`src/rtl/inst_fetch_responder_pkg.sv`:
```
// Shared definitions for the instruction fetch responder: state encoding,
// bus constants and the kseg0/kseg1 physical address mapping.
package inst_fetch_responder_pkg;

    localparam int unsigned XLEN  = 32;
    localparam int unsigned CNT_W = 2;

    localparam logic [1:0] MEM_SIZE_WORD = 2'b10;

    typedef enum logic [2:0] {
        ST_IDLE   = 3'd0,
        ST_ADDR1  = 3'd1,
        ST_ADDR2  = 3'd2,
        ST_WAIT   = 3'd3,
        ST_RESP   = 3'd4,
        ST_CANCEL = 3'd5
    } fetch_state_e;

    // kseg0 (0x8xxx_xxxx) and kseg1 (0xBxxx_xxxx) fold onto the low physical range
    function automatic logic [XLEN-1:0] map_paddr(input logic [XLEN-1:0] vaddr);
        logic [XLEN-1:0] paddr;
        paddr = vaddr;
        case (vaddr[31:28])
            4'h8:    paddr = {4'h0, vaddr[27:0]};
            4'hB:    paddr = {4'h1, vaddr[27:0]};
            default: paddr = vaddr;
        endcase
        return paddr;
    endfunction

endpackage

```
`src/rtl/fetch_addr_map.sv`:
```
// Combinational virtual-to-physical translation for the fetch bus address.
module fetch_addr_map
    import inst_fetch_responder_pkg::*;
#(
    parameter bit ADDR_MAP = 1'b1
) (
    input  logic [XLEN-1:0] vaddr,
    output logic [XLEN-1:0] paddr
);

    assign paddr = ADDR_MAP ? map_paddr(vaddr) : vaddr;

endmodule

```
`src/rtl/inst_fetch_responder.sv`:
```
// Memory-side responder for the dual-issue fetch interface: two pipelined word
// reads (pc, pc+4) per request, delivered together with per-slot valid flags.
module inst_fetch_responder
    import inst_fetch_responder_pkg::*;
#(
    parameter bit ADDR_MAP = 1'b1
) (
    input  logic            clk,
    input  logic            rst,
    input  logic            inst_sram_en,
    input  logic [XLEN-1:0] F_pc,
    input  logic            flush,
    output logic            inst_data_ok,
    output logic            inst_data_ok1,
    output logic            inst_data_ok2,
    output logic [XLEN-1:0] inst_rdata1,
    output logic [XLEN-1:0] inst_rdata2,
    output logic            fetch_adel,
    output logic            i_stall,
    output logic            mem_req,
    output logic            mem_wr,
    output logic [1:0]      mem_size,
    output logic [XLEN-1:0] mem_addr,
    input  logic            mem_addr_ok,
    input  logic            mem_data_ok,
    input  logic [XLEN-1:0] mem_rdata
);

    fetch_state_e    state_q, state_d;
    logic [XLEN-1:0] pc_q, pc_d;
    logic            adel_q, adel_d;
    logic [CNT_W-1:0] issued_q, issued_d;
    logic [CNT_W-1:0] rcvd_q, rcvd_d;
    logic            wr_slot1, wr_slot2;
    logic [XLEN-1:0] vaddr;
    logic            in_addr;
    logic            addr_beat;
    logic            data_beat;

    assign mem_wr   = 1'b0;
    assign mem_size = MEM_SIZE_WORD;

    assign in_addr   = (state_q == ST_ADDR1) || (state_q == ST_ADDR2);
    assign addr_beat = in_addr & mem_addr_ok;
    // Only count data for beats already issued; protects the counters from a stray data_ok
    assign data_beat = mem_data_ok & (rcvd_q != issued_q) &
                       ((state_q == ST_ADDR2) || (state_q == ST_WAIT) || (state_q == ST_CANCEL));

    assign i_stall = in_addr || (state_q == ST_WAIT) || (state_q == ST_CANCEL) ||
                     ((state_q == ST_IDLE) && inst_sram_en);

    fetch_addr_map #(
        .ADDR_MAP (ADDR_MAP)
    ) u_addr_map (
        .vaddr (vaddr),
        .paddr (mem_addr)
    );

    // Next-state, counters, bus request and delivery outputs
    always_comb begin
        state_d       = state_q;
        pc_d          = pc_q;
        adel_d        = adel_q;
        issued_d      = issued_q + CNT_W'(addr_beat);
        rcvd_d        = rcvd_q + CNT_W'(data_beat);
        wr_slot1      = 1'b0;
        wr_slot2      = 1'b0;
        mem_req       = 1'b0;
        vaddr         = pc_q;
        inst_data_ok  = 1'b0;
        inst_data_ok1 = 1'b0;
        inst_data_ok2 = 1'b0;
        fetch_adel    = 1'b0;

        if (in_addr) begin
            mem_req = ~flush | mem_addr_ok;
        end
        if (state_q == ST_ADDR2) begin
            vaddr = pc_q + 32'd4;
        end
        // A flushed fetch never updates the delivered words
        if (data_beat && !flush && (state_q != ST_CANCEL)) begin
            wr_slot1 = (rcvd_q == CNT_W'(0));
            wr_slot2 = (rcvd_q == CNT_W'(1));
        end

        case (state_q)
            ST_IDLE: begin
                if (inst_sram_en && !flush) begin
                    pc_d     = F_pc;
                    issued_d = '0;
                    rcvd_d   = '0;
                    if (F_pc[1:0] != 2'b00) begin
                        adel_d  = 1'b1;
                        state_d = ST_RESP;
                    end else begin
                        adel_d  = 1'b0;
                        state_d = ST_ADDR1;
                    end
                end
            end
            ST_ADDR1: begin
                if (flush) begin
                    state_d = (issued_d != rcvd_d) ? ST_CANCEL : ST_IDLE;
                end else if (mem_addr_ok) begin
                    state_d = ST_ADDR2;
                end
            end
            ST_ADDR2: begin
                if (flush) begin
                    state_d = (issued_d != rcvd_d) ? ST_CANCEL : ST_IDLE;
                end else if (mem_addr_ok) begin
                    state_d = ST_WAIT;
                end
            end
            ST_WAIT: begin
                if (flush) begin
                    state_d = (issued_d != rcvd_d) ? ST_CANCEL : ST_IDLE;
                end else if (rcvd_d == CNT_W'(2)) begin
                    state_d = ST_RESP;
                end
            end
            ST_RESP: begin
                inst_data_ok  = ~flush;
                inst_data_ok1 = ~adel_q;
                inst_data_ok2 = ~adel_q;
                fetch_adel    = adel_q;
                state_d       = ST_IDLE;
            end
            ST_CANCEL: begin
                if (issued_d == rcvd_d) begin
                    state_d = ST_IDLE;
                end
            end
            default: begin
                state_d = ST_IDLE;
            end
        endcase
    end

    always_ff @(posedge clk or posedge rst) begin
        if (rst) begin
            state_q     <= ST_IDLE;
            pc_q        <= '0;
            adel_q      <= 1'b0;
            issued_q    <= '0;
            rcvd_q      <= '0;
            inst_rdata1 <= '0;
            inst_rdata2 <= '0;
        end else begin
            state_q  <= state_d;
            pc_q     <= pc_d;
            adel_q   <= adel_d;
            issued_q <= issued_d;
            rcvd_q   <= rcvd_d;
            if (wr_slot1) begin
                inst_rdata1 <= mem_rdata;
            end
            if (wr_slot2) begin
                inst_rdata2 <= mem_rdata;
            end
        end
    end

endmodule
```
`config.mk`:
```
export PLATFORM = sky130hd
export DESIGN_NAME = inst_fetch_responder
export DESIGN_NICKNAME = d
export VERILOG_FILES = /design/src/rtl/inst_fetch_responder_pkg.sv /design/src/rtl/fetch_addr_map.sv /design/src/rtl/inst_fetch_responder.sv
export SDC_FILE = /design/constraint.sdc
export NUM_CORES = 1
export LEC_CHECK = 0
export ABC_AREA = 1
export BUFFER_PORTS_ARGS = -buffer_cell sky130_fd_sc_hd__buf_2
export CORE_MARGIN = 10
export CORE_UTILIZATION = 39
export CTS_BUF_LIST = sky130_fd_sc_hd__clkbuf_8 sky130_fd_sc_hd__clkbuf_16
export DETAILED_ROUTE_END_ITERATION = 8
export PLACE_DENSITY_LB_ADDON = 0.08
export SYNTH_ARGS = -nofsm -noshare
export SYNTH_HDL_FRONTEND = slang
export SYNTH_SLANG_ARGS = --single-unit
```
`constraint.sdc`:
```
create_clock -name clk -period 3.6 [get_ports clk]
set_clock_uncertainty 0.2 [all_clocks]
set_input_delay 0.18 -clock clk [delete_from_list [all_inputs] [get_ports clk]]
set_output_delay 0.18 -clock clk [all_outputs]
set_load 0.01 [all_outputs]
```
==> flow_metrics.py <==
metrics = {
    "sta": {
        "fin_ws_ns": 1.09,
        "post-route-period-util_pct": 69.8,
        "setup_tns_ns": 0,
        "slew_viol_final": 0,
        "hold_violations": 0,
        "report.final.setup_viol": 0,
        "max_slew_margin_pct": 38.7,
        "rsz0062_at_grt": "no",
        "min_period_ns": 2.51,
        "fmax_ghz": 0.398,
        "tightest_slew_ns": 0.919,
    },
    "cts": {
        "cts_made_buffers": 9,
        "cts.sink_count": 104,
        "tritoncts": "built",
        "cts.htree.levels": 3,
        "clk_pin_slew_ns": 0.07,
        "clock_path_buffers": 2,
        "cts_root_buffer": "clkbuf_16",
        "clk_latency_ns": 0.34,
    },
    "hold_path": {
        "hold_path_class": "input pin to register",
    },
    "setup_path": {
        "required_ns": 3.22,
        "critPathMaxFanout": 9,
        "reg2reg_slack_ns": 1.19,
        "crit_type": "register to primary output",
        "critPathLaunchType": "register",
        "cp-end-kind": "primary output",
        "arrival_ns": 2.13,
    },
    "run": {
        "drv_cap": 0,
    },
    "logic_synthesis": {
        "synth-main-ff-cell": "dfrtp_1",
        "synth_seq_cells": 104,
        "async_flop_share_pct": 100,
        "synth.distinct_cells": 35,
        "synth_area_sq_mm": 0.00524,
        "postSynthAreaPerCell_sq_um": 8.42,
        "postSynthCellCount": 622,
        "yosysWarnings": 0,
        "synth-edff-count": 0,
        "yosysSeqAreaShare_pct": 49.7,
    },
    "die": {
        "die_height_microns": 136,
        "initial_core_util_pct": 39.7,
        "rows": 42,
        "die_w_microns": 136,
        "core_sq_mm": 0.0132,
        "io_pins": 175,
        "dieArea_sq_mm": 0.0185,
    },
    "finish": {
        "multi_input_area_sq_mm": 0.00215,
        "diodes": 0,
        "fillerInstances": 1239,
        "fin_cells": 1031,
        "stdcell_area_sq_mm": 0.00711,
        "drive_gt1_share_pct": 27.8,
        "final_nets": 923,
        "regArea_sq_mm": 0.00260,
        "syn2layout_area_growth_pct": 35.9,
    },
    "placement": {
        "dpl.cell_count": 948,
        "place_hpwl_mm": 10.8,
        "dp_slack_ns": 1.19,
        "gp_congestion": 0.827,
        "dpl-instance-area_sq_mm": 0.00614,
        "portBuffers": 171,
    },
    "detailed_routing": {
        "met2_length_mm": 6.99,
        "vias_per_cell": 4.59,
        "wl_met1_mm": 6.63,
        "routed.top_layer": "met4",
        "drc_errors": 0,
        "ant_nets": 0,
        "wirelength_mm": 15.0,
        "via_count": 4731,
        "met3WireLength_mm": 1.19,
        "drt-wirelength-per-cell_microns": 14.6,
        "drt-pass1-iter-count": 5,
        "drtIter0Drc": 248,
    },
    "global_routing": {
        "grt_util_all_layers_pct": 16.6,
        "grt-ovfl-total": 0,
        "grt_first_pass_wirelength_mm": 25.0,
        "grt_pass1_vias": 4983,
        "antenna_found_initial": 0,
        "grt_max_degree": 74,
    },
    "pwr": {
        "p_per_area_mw_per_mm2": 672,
        "p_leak_uw": 0.00391,
        "design_power_total_uw": 4780,
        "vdd_ir_drop_max_uv": 317,
    },
    "status": {
        "status": "completed",
    },
}
-- cell type report --
type                    instances  area share (%)
inverters                      77            4.10
well taps                     176            3.10
clock inverters                 6           0.967
repair buffers                240            21.7
multi-input cells             418            30.2
flip-flops and latches        104            36.6
clock buffers                  10            3.36
-- sequential cells by signal (all words and copies together) (netlist names) --
| signal | count |
|---|---|
| adel_q | 1 |
| rcvd_q | 2 |
| inst_rdata1 | 32 |
| inst_rdata2 | 32 |
| issued_q | 2 |
| pc_q | 32 |
| state_q | 3 |
-- final timing paths --
check	startpoint	depth (start not counted)	endpoint
max reg2reg	state_q[0]	7	inst_rdata1[14]
max in group asynchronous	rst	4	inst_rdata1[8]
min in group asynchronous	rst	3	inst_rdata1[19]
min reg2reg	inst_rdata1[21]	2	inst_rdata1[21]
max	state_q[0]	12	mem_addr[31]
min	flush	3	state_q[1]
-- layout by cell type, fill, tap and decap left out, types with 2 or more instances in the layout --
| master | n |
|---|---|
| nor2_1 | 35 |
| a21oi_1 | 5 |
| xor2_1 | 17 |
| nand2_1 | 209 |
| ha_1 | 3 |
| dlygate4sd3_1 | 67 |
| o21ai_2 | 34 |
| nor3_1 | 5 |
| o21ai_1 | 30 |
| conb_1 | 3 |
| clkinv_4 | 3 |
| nand4_1 | 8 |
| buf_2 | 171 |
| buf_4 | 2 |
| nor2_2 | 2 |
| inv_2 | 2 |
| dfrtp_1 | 104 |
| clkbuf_16 | 9 |
| nor2_4 | 2 |
| nand2_2 | 2 |
| o21ai_0 | 16 |
| nand3_1 | 22 |
| inv_1 | 74 |
| xnor2_1 | 13 |
-- worst max-delay path: stages (launching register included) --
cell	delay, ns
dfrtp_1	0.42
inv_2	0.12
nand2_1	0.09
nor2_4	0.20
nand2_4	0.12
nor2_8	0.18
nand3_1	0.12
nand2_1	0.09
nand2_1	0.07
nand2_1	0.06
nand2_1	0.05
a21oi_1	0.11
buf_2	0.14
-- repair_timing --
| item | CTS | global route |
|---|---|---|
| hold endpoints to repair | 170 | 0 |
| buffers inserted | 0 | 0 |
| gates resized for setup | 0 | 0 |
| hold buffers | 67 | 0 |
-- per-stage QoR --
| stage | util [%] | hold slack [ns] |
|---|---|---|
| detailed placement | 46.5 | 0.191 |
| CTS | 53.9 | 0.0413 |
| global route | 53.9 | 0.105 |
| floorplan | - | 0.0967 |
| finish | 53.9 | 0.0598 |
| global placement | 46.5 | 0.183 |
-- kinds of logic after synthesis --
kind of cell             Yosys count  share of synthesized area (%)
AND/OR/NAND/NOR                  292                           23.7
flip-flops                       104                           49.7
buffers and inverters            101                           9.30
AO/OA/AOI/OAI                     90                           11.4
XOR/XNOR                          30                           5.02
adder cells (fa/ha/maj)            3                          0.717
other                              2                          0.143
-- power by group --
group	switching [uW]	internal [uW]	total [uW]
logic	1070	764	1840
clock network	449	561	1010
registers	363	1570	1930
-- routing by layer --
layer | GRT usage, % | vias up
met4 | 5.74 | 0
met2 | 26.6 | 145
li1 | - | 2387
met5 | 0 | -
met1 | 20.7 | 2180
met3 | 5.09 | 19
-- cells in the mapped netlist (2+ instances only) --
cell type,count,area share (%)
o21ai_2,34,5.7
nand2_2,2,0.24
nand3_1,22,2.1
dfrtp_1,104,50
buf_6,9,1.9
buf_4,8,1.1
nor2_2,2,0.24
conb_1,2,0.14
inv_2,2,0.14
nor2_4,2,0.43
xor2_1,17,2.8
o21ai_1,30,2.9
inv_1,75,5.4
nand4_1,8,0.96
nor2_1,35,2.5
a21oi_1,5,0.48
clkbuf_1,6,0.43
ha_1,3,0.72
xnor2_1,13,2.2
nand2_1,209,15
o21ai_0,16,1.5
nor3_1,5,0.48
No activity file was read; power rests on OpenSTA's default activity.
